**src/rtl/bus_resp_if.sv**
```systemverilog
// bus_resp_if: CPU-side request/response plus RAM and I/O downstream ports of bus_resp.
interface bus_resp_if #(parameter int RAM_AW = 18);
  logic cpu_req, cpu_we, cpu_ack, cpu_err;
  logic [23:0] cpu_addr;
  logic [15:0] cpu_wdata, cpu_rdata;
  logic [1:0] cpu_wstrb;
  logic mem_req, mem_we, mem_ack;
  logic [RAM_AW-2:0] mem_addr;
  logic [15:0] mem_wdata, mem_rdata;
  logic [1:0] mem_wstrb;
  logic io_req, io_we, io_ack;
  logic [14:0] io_addr;
  logic [15:0] io_wdata, io_rdata;
  logic [1:0] io_wstrb;
  logic busy;
  modport slave (
    input cpu_req, cpu_addr, cpu_wdata, cpu_wstrb, cpu_we, mem_ack, mem_rdata, io_ack, io_rdata,
    output cpu_ack, cpu_rdata, cpu_err, mem_req, mem_addr, mem_wdata, mem_wstrb, mem_we,
    output io_req, io_addr, io_wdata, io_wstrb, io_we, busy
  );
  modport master (
    output cpu_req, cpu_addr, cpu_wdata, cpu_wstrb, cpu_we, mem_ack, mem_rdata, io_ack, io_rdata,
    input cpu_ack, cpu_rdata, cpu_err, mem_req, mem_addr, mem_wdata, mem_wstrb, mem_we,
    input io_req, io_addr, io_wdata, io_wstrb, io_we, busy
  );
endinterface

```
**src/rtl/bus_resp.sv**
```systemverilog
// bus_resp: CPU bus responder decoding RAM / I/O / unmapped space with one ack per request.
// Optional downstream request timeout enabled by defining BUS_TIMEOUT_EN.
module bus_resp #(
  parameter int RAM_AW = 18,
  parameter logic [7:0] IO_BASE = 8'hFF,
  parameter int TIMEOUT = 255
) (
  input logic clk,
  input logic rstn,
  bus_resp_if.slave bus
);
  typedef enum logic [1:0] {IDLE, MEM, IO, RESP} state_t;
  state_t state, state_d;
  logic ack_q, err_q, mreq_q, ireq_q, busy_q, we_q;
  logic ack_d, err_d, mreq_d, ireq_d;
  logic [15:0] rdata_q, rdata_d, wdata_q, dn_rdata;
  logic [1:0] wstrb_q;
  logic [RAM_AW-2:0] maddr_q;
  logic [14:0] iaddr_q;
  logic is_ram, is_io, take, dn_ack, expire;
  // RAM decode takes priority so the windows can never both hit
  assign is_ram = bus.cpu_addr[23:RAM_AW] == '0;
  assign is_io = !is_ram && bus.cpu_addr[23:16] == IO_BASE;
  assign take = state == IDLE && bus.cpu_req;
  assign dn_ack = (state == MEM && bus.mem_ack) || (state == IO && bus.io_ack);
  assign dn_rdata = state == MEM ? bus.mem_rdata : bus.io_rdata;
`ifdef BUS_TIMEOUT_EN
  localparam int CW = $clog2(TIMEOUT + 1);
  logic [CW-1:0] cnt;
  always_ff @(posedge clk or negedge rstn)
    if (!rstn) cnt <= '0;
    else cnt <= (state == MEM || state == IO) ? cnt + 1'b1 : '0;
  assign expire = cnt == CW'(TIMEOUT - 1);
`else
  assign expire = 1'b0;
`endif
  always_comb begin
    state_d = state;
    ack_d = 1'b0;
    err_d = 1'b0;
    rdata_d = rdata_q;
    mreq_d = 1'b0;
    ireq_d = 1'b0;
    case (state)
      IDLE: if (bus.cpu_req) begin
        state_d = is_ram ? MEM : is_io ? IO : RESP;
        mreq_d = is_ram;
        ireq_d = is_io;
        ack_d = !is_ram && !is_io;
        err_d = ack_d;
        rdata_d = ack_d ? 16'hFFFF : rdata_q;
      end
      MEM, IO: begin
        ack_d = dn_ack || expire;
        err_d = !dn_ack && expire;
        state_d = ack_d ? RESP : state;
        rdata_d = err_d ? 16'hFFFF : (dn_ack && !we_q) ? dn_rdata : rdata_q;
        mreq_d = state == MEM && !ack_d;
        ireq_d = state == IO && !ack_d;
      end
      default: state_d = IDLE;
    endcase
  end
  always_ff @(posedge clk or negedge rstn)
    if (!rstn) begin
      state <= IDLE;
      ack_q <= 1'b0;
      err_q <= 1'b0;
      mreq_q <= 1'b0;
      ireq_q <= 1'b0;
      busy_q <= 1'b0;
      rdata_q <= '0;
      wdata_q <= '0;
      wstrb_q <= '0;
      we_q <= 1'b0;
      maddr_q <= '0;
      iaddr_q <= '0;
    end else begin
      state <= state_d;
      ack_q <= ack_d;
      err_q <= err_d;
      mreq_q <= mreq_d;
      ireq_q <= ireq_d;
      busy_q <= state_d != IDLE;
      rdata_q <= rdata_d;
      if (take) begin
        wdata_q <= bus.cpu_wdata;
        wstrb_q <= bus.cpu_wstrb;
        we_q <= bus.cpu_we;
        maddr_q <= bus.cpu_addr[RAM_AW-1:1];
        iaddr_q <= bus.cpu_addr[15:1];
      end
    end
  assign bus.cpu_ack = ack_q;
  assign bus.cpu_err = err_q;
  assign bus.cpu_rdata = rdata_q;
  assign bus.mem_req = mreq_q;
  assign bus.mem_addr = maddr_q;
  assign bus.mem_wdata = wdata_q;
  assign bus.mem_wstrb = wstrb_q;
  assign bus.mem_we = we_q;
  assign bus.io_req = ireq_q;
  assign bus.io_addr = iaddr_q;
  assign bus.io_wdata = wdata_q;
  assign bus.io_wstrb = wstrb_q;
  assign bus.io_we = we_q;
  assign bus.busy = busy_q;
endmodule

```
**src/flat_wrapper.sv**
```systemverilog
// flat-port wrapper written by rule: the top's interface ports become plain ports
module bus_resp_flat 
#(
  parameter int RAM_AW = 18,
  parameter logic [7:0] IO_BASE = 8'hFF,
  parameter int TIMEOUT = 255
)
  (clk, rstn, bus_cpu_req, bus_cpu_addr, bus_cpu_wdata, bus_cpu_wstrb, bus_cpu_we, bus_mem_ack, bus_mem_rdata, bus_io_ack, bus_io_rdata, bus_cpu_ack, bus_cpu_rdata, bus_cpu_err, bus_mem_req, bus_mem_addr, bus_mem_wdata, bus_mem_wstrb, bus_mem_we, bus_io_req, bus_io_addr, bus_io_wdata, bus_io_wstrb, bus_io_we, bus_busy);
  bus_resp_if #(.RAM_AW(RAM_AW)) bus_i ();
  input logic clk;
  input logic rstn;
  input wire logic [$bits(bus_i.cpu_req)-1:0] bus_cpu_req;
  input wire logic [$bits(bus_i.cpu_addr)-1:0] bus_cpu_addr;
  input wire logic [$bits(bus_i.cpu_wdata)-1:0] bus_cpu_wdata;
  input wire logic [$bits(bus_i.cpu_wstrb)-1:0] bus_cpu_wstrb;
  input wire logic [$bits(bus_i.cpu_we)-1:0] bus_cpu_we;
  input wire logic [$bits(bus_i.mem_ack)-1:0] bus_mem_ack;
  input wire logic [$bits(bus_i.mem_rdata)-1:0] bus_mem_rdata;
  input wire logic [$bits(bus_i.io_ack)-1:0] bus_io_ack;
  input wire logic [$bits(bus_i.io_rdata)-1:0] bus_io_rdata;
  output wire logic [$bits(bus_i.cpu_ack)-1:0] bus_cpu_ack;
  output wire logic [$bits(bus_i.cpu_rdata)-1:0] bus_cpu_rdata;
  output wire logic [$bits(bus_i.cpu_err)-1:0] bus_cpu_err;
  output wire logic [$bits(bus_i.mem_req)-1:0] bus_mem_req;
  output wire logic [$bits(bus_i.mem_addr)-1:0] bus_mem_addr;
  output wire logic [$bits(bus_i.mem_wdata)-1:0] bus_mem_wdata;
  output wire logic [$bits(bus_i.mem_wstrb)-1:0] bus_mem_wstrb;
  output wire logic [$bits(bus_i.mem_we)-1:0] bus_mem_we;
  output wire logic [$bits(bus_i.io_req)-1:0] bus_io_req;
  output wire logic [$bits(bus_i.io_addr)-1:0] bus_io_addr;
  output wire logic [$bits(bus_i.io_wdata)-1:0] bus_io_wdata;
  output wire logic [$bits(bus_i.io_wstrb)-1:0] bus_io_wstrb;
  output wire logic [$bits(bus_i.io_we)-1:0] bus_io_we;
  output wire logic [$bits(bus_i.busy)-1:0] bus_busy;
  assign bus_i.cpu_req = bus_cpu_req;
  assign bus_i.cpu_addr = bus_cpu_addr;
  assign bus_i.cpu_wdata = bus_cpu_wdata;
  assign bus_i.cpu_wstrb = bus_cpu_wstrb;
  assign bus_i.cpu_we = bus_cpu_we;
  assign bus_i.mem_ack = bus_mem_ack;
  assign bus_i.mem_rdata = bus_mem_rdata;
  assign bus_i.io_ack = bus_io_ack;
  assign bus_i.io_rdata = bus_io_rdata;
  assign bus_cpu_ack = bus_i.cpu_ack;
  assign bus_cpu_rdata = bus_i.cpu_rdata;
  assign bus_cpu_err = bus_i.cpu_err;
  assign bus_mem_req = bus_i.mem_req;
  assign bus_mem_addr = bus_i.mem_addr;
  assign bus_mem_wdata = bus_i.mem_wdata;
  assign bus_mem_wstrb = bus_i.mem_wstrb;
  assign bus_mem_we = bus_i.mem_we;
  assign bus_io_req = bus_i.io_req;
  assign bus_io_addr = bus_i.io_addr;
  assign bus_io_wdata = bus_i.io_wdata;
  assign bus_io_wstrb = bus_i.io_wstrb;
  assign bus_io_we = bus_i.io_we;
  assign bus_busy = bus_i.busy;
  bus_resp #(.RAM_AW(RAM_AW), .IO_BASE(IO_BASE), .TIMEOUT(TIMEOUT)) u_core (.clk(clk), .rstn(rstn), .bus(bus_i));
endmodule
```
**config.mk**
```make
export PLATFORM = sky130hd
export DESIGN_NAME = bus_resp_flat
export DESIGN_NICKNAME = d
export VERILOG_FILES = /design/src/rtl/bus_resp_if.sv /design/src/rtl/bus_resp.sv /design/src/flat_wrapper.sv
export SDC_FILE = /design/constraint.sdc
export NUM_CORES = 1
export LEC_CHECK = 0
export ABC_AREA = 1
export CORE_UTILIZATION = 41
export DETAILED_ROUTE_END_ITERATION = 7
export PLACE_DENSITY = 0.9
export SLEW_MARGIN = 0
export SYNTH_ARGS = -nofsm -noshare
export SYNTH_HDL_FRONTEND = slang
export SYNTH_SLANG_ARGS = --single-unit
```
**constraint.sdc**
```tcl
create_clock -name clk -period 3.5 [get_ports clk]
set_input_delay 0.35 -clock clk [delete_from_list [all_inputs] [get_ports clk]]
set_output_delay 0.35 -clock clk [all_outputs]
set_load 0.05 [all_outputs]
```
==> key figures <==
Run status
  – Status: finished clean

Critical path
  – CP Launch Type: flip-flop
  – FF-to-FF Start: u_core.state[1]$_DFF_PN0_
  – Worst-path cell chain: inv_1 > ha_1 > inv_4 > o21ai_4 > nand2_2 > nand2_2 > nand3_4 > nand2_1 > nand2_1
  – Worst reg2reg endpoint: u_core.bus.cpu_rdata[11]$_DFFE_PN0P_
  – CP peak stage delay: 0.61 ns
  – CP max FO: 18
  – Critical path data required time: 3.69 ns
  – Critical Path Sink: u_core.bus.cpu_rdata[11]$_DFFE_PN0P_
  – Endpoint class of the critical path: flip-flop
  – R2R Setup Slk: about 1.2 ns
  – Critical-path top delay cell: ha_1
  – Crit path kind: reg -> reg
  – Cell count of the worst reg-to-reg path: 9
  – Crit path DAT: 2.48 ns
  – Worst Setup SP: u_core.state[1]$_DFF_PN0_

Route
  – Via count: 2803
  – Drt total wl: 7740 um
  – Vias per inst: 4.62
  – Drt wl/cell: approximately 13 um
  – DRC: 0
  – Drt first pass iters: 5
  – DR iter-0 viols: 102
  – Antenna-violating nets left: 0

Synth
  – Flop and latch count out of synthesis: 59
  – Async S/R FF share, synth: 100%
  – Net count after synthesis: 460
  – Top-area cell type share of the netlist area: between 40% and 50%
  – Count leader, synth: nand2_1
  – Cell type with the largest total area after synthesis: dfrtp_1
  – Ys flop type: dfrtp_1
  – Post-synth cell types: 22
  – Yosys warning count: 0
  – Top cells by area, synth: dfrtp_1, nand2_1, buf_4
  – Post-synth EDFFs: 0
  – Most frequent cells after synthesis: nand2_1, dfrtp_1, nand3_1, buf_4, inv_1
  – Mean Syn Cell Area: approximately 8 um2
  – Syn Inst Count: 376
  – Sequential area share after synthesis: about half
  – Syn Std Cell Area: approximately 3000 um2

Clocking
  – CTS tree: yes
  – Longest Clk Path Bufs: 2
  – TritonCTS buffer count: 9
  – Root Driver: clkbuf_8
  – Reg clk slew, reported paths: about 0.07 ns
  – H-tree depth: 3
  – Sink Count: 59
  – # hold bufs at CTS: 0
  – Post_cts resized: 0
  – Worst-Skew Late Latency: ~0.32 ns
  – Buffer count from post-CTS setup fixing: 0

Global route
  – Vias in the first global route: 2692
  – Largest net degree at the start of global routing: 37
  – First-pass GRT wire length: 12300 um
  – Grt ovf: 0
  – Initial antenna violation count: 0
  – Total GRT Usage: 20.9%

STA
  – Setup Skew: 0.00986 ns
  – RSZ-0062 raised after global routing: no
  – Final Hold Fails: 0
  – Period utilization: 65.3%
  – Slew Limit Fails: 0
  – Setup tns final: 0 ns
  – Setup Viol. Count Final: 0
  – Slew @ Worst Pin: 0.780 ns
  – Tmin final: 2.28 ns
  – Normalized max-slew margin: a little under half
  – Max Freq: roughly 440 MHz

Final layout
  – Ant. Diodes: 0
  – Nets: 591
  – Synth-to-Final Area Change: 55.0%
  – Layout cell share with drive strength beyond 1: 5.28%

Floorplan
  – CORE AREA: 6910 um2
  – Initial core utilization: 43.4%
  – Die area: 7650 um2
  – Die H: between 80 and 90 um
  – Die X: 87.5 um
  – IO Count: between 150 and 200
  – Site row count: 30

Flow run
  – Max Cap Violations: 0

Hold path
  – Hold Crit Class: in -> async

Placed design
  – Gpl congestion: 0.783
  – Port Buffer Count: around 170
  – Post-DP HPWL: 5950 um
## cells in the final DEF, fill, tap and decap left out, drive strengths merged
master         synthesis  routed
a21oi                  5       5
buf                   43       3
bufinv                 0       1
clkbuf                 8      12
clkdlybuf4s50          0     168
clkinv                 0       2
dfrtp                 59      59
ha                     4       4
inv                   13      13
nand2                191     191
nand3                 39      39
nand4                  2       2
nor2                   6       6
o21ai                  5       5
o21bai                 1       1
## layout make-up
type | instances | area (um2)
sequential | 59 | 1480
tap | 96 | 120
timing repair buffer | 171 | 1700
fill | 579 | 2270
multi-input combinational | 253 | 1110
clock buffer | 12 | 135
clock inverter | 3 | 40.0
inverter | 13 | 51.3
## worst min-delay path by stage
stage	to	start	cells past startpoint
2_1_floorplan	u_core.bus.busy$_DFF_PN0_	rstn	0
3_3_place_gp	u_core.bus.io_addr[3]$_DFFE_PN0P_	rstn	1
3_5_place_dp	u_core.bus.io_addr[5]$_DFFE_PN0P_	rstn	1
4_1_cts	u_core.bus.io_addr[3]$_DFFE_PN0P_	rstn	1
5_1_grt	u_core.bus.io_addr[3]$_DFFE_PN0P_	rstn	1
6_report	u_core.bus.io_wstrb[0]$_DFFE_PN0P_	rstn	1
## state kept, by name, summed over array words and instances, names as in the netlist, 2 cells and up
name	flops
u_core.state	2
u_core.bus.mem_addr	3
u_core.bus.io_addr	14
u_core.bus.cpu_rdata	16
u_core.bus.io_wstrb	2
u_core.bus.io_wdata	16
## critical path: cells and delay by family, from the launching register on
kind	cells	cell delay, ns
flip-flops	1	0.41
AO/OA/AOI/OAI	1	0.28
buffers and inverters	2	0.32
adder cells (fa/ha/maj)	1	0.61
AND/OR/NAND/NOR	5	0.53
## per-layer routing
metal / routed length (um) / global-route usage, % / up-vias / part of all wire [%]
met1: 3010 / 23.5 / 1293 / 39
met4: 136 / 8.20 / 0 / 1.8
met3: 520 / 4.83 / 12 / 6.7
met2: 4080 / 38.2 / 109 / 53
met5: 0 / 0 / - / 0
li1: - / - / 1389 / -
## cells by family after synthesis
kind of cell,count (synthesis),share of synthesized area (%)
compound gates,11,2.42
fa+ha+maj,4,1.67
simple gates,238,33.1
flops,59,49.3
buf+inv,64,13.5
## stage by stage
step	worst slack, ns	hold slack (ns)	util, %	cell area, um2	std cells
after floorplan	1.92	0.0544	-	2990	376
after global placement	1.31	0.351	64.6	4460	592
after detailed placement	1.22	0.359	64.6	4460	592
after CTS	1.18	0.0127	67.2	4640	607
after global routing	0.988	0.0471	67.2	4640	607
final	1.22	0.00896	67.2	4640	607
Power is not shown: default switching activity piles up to over one toggle a cycle in this logic, so the estimate is an artifact.
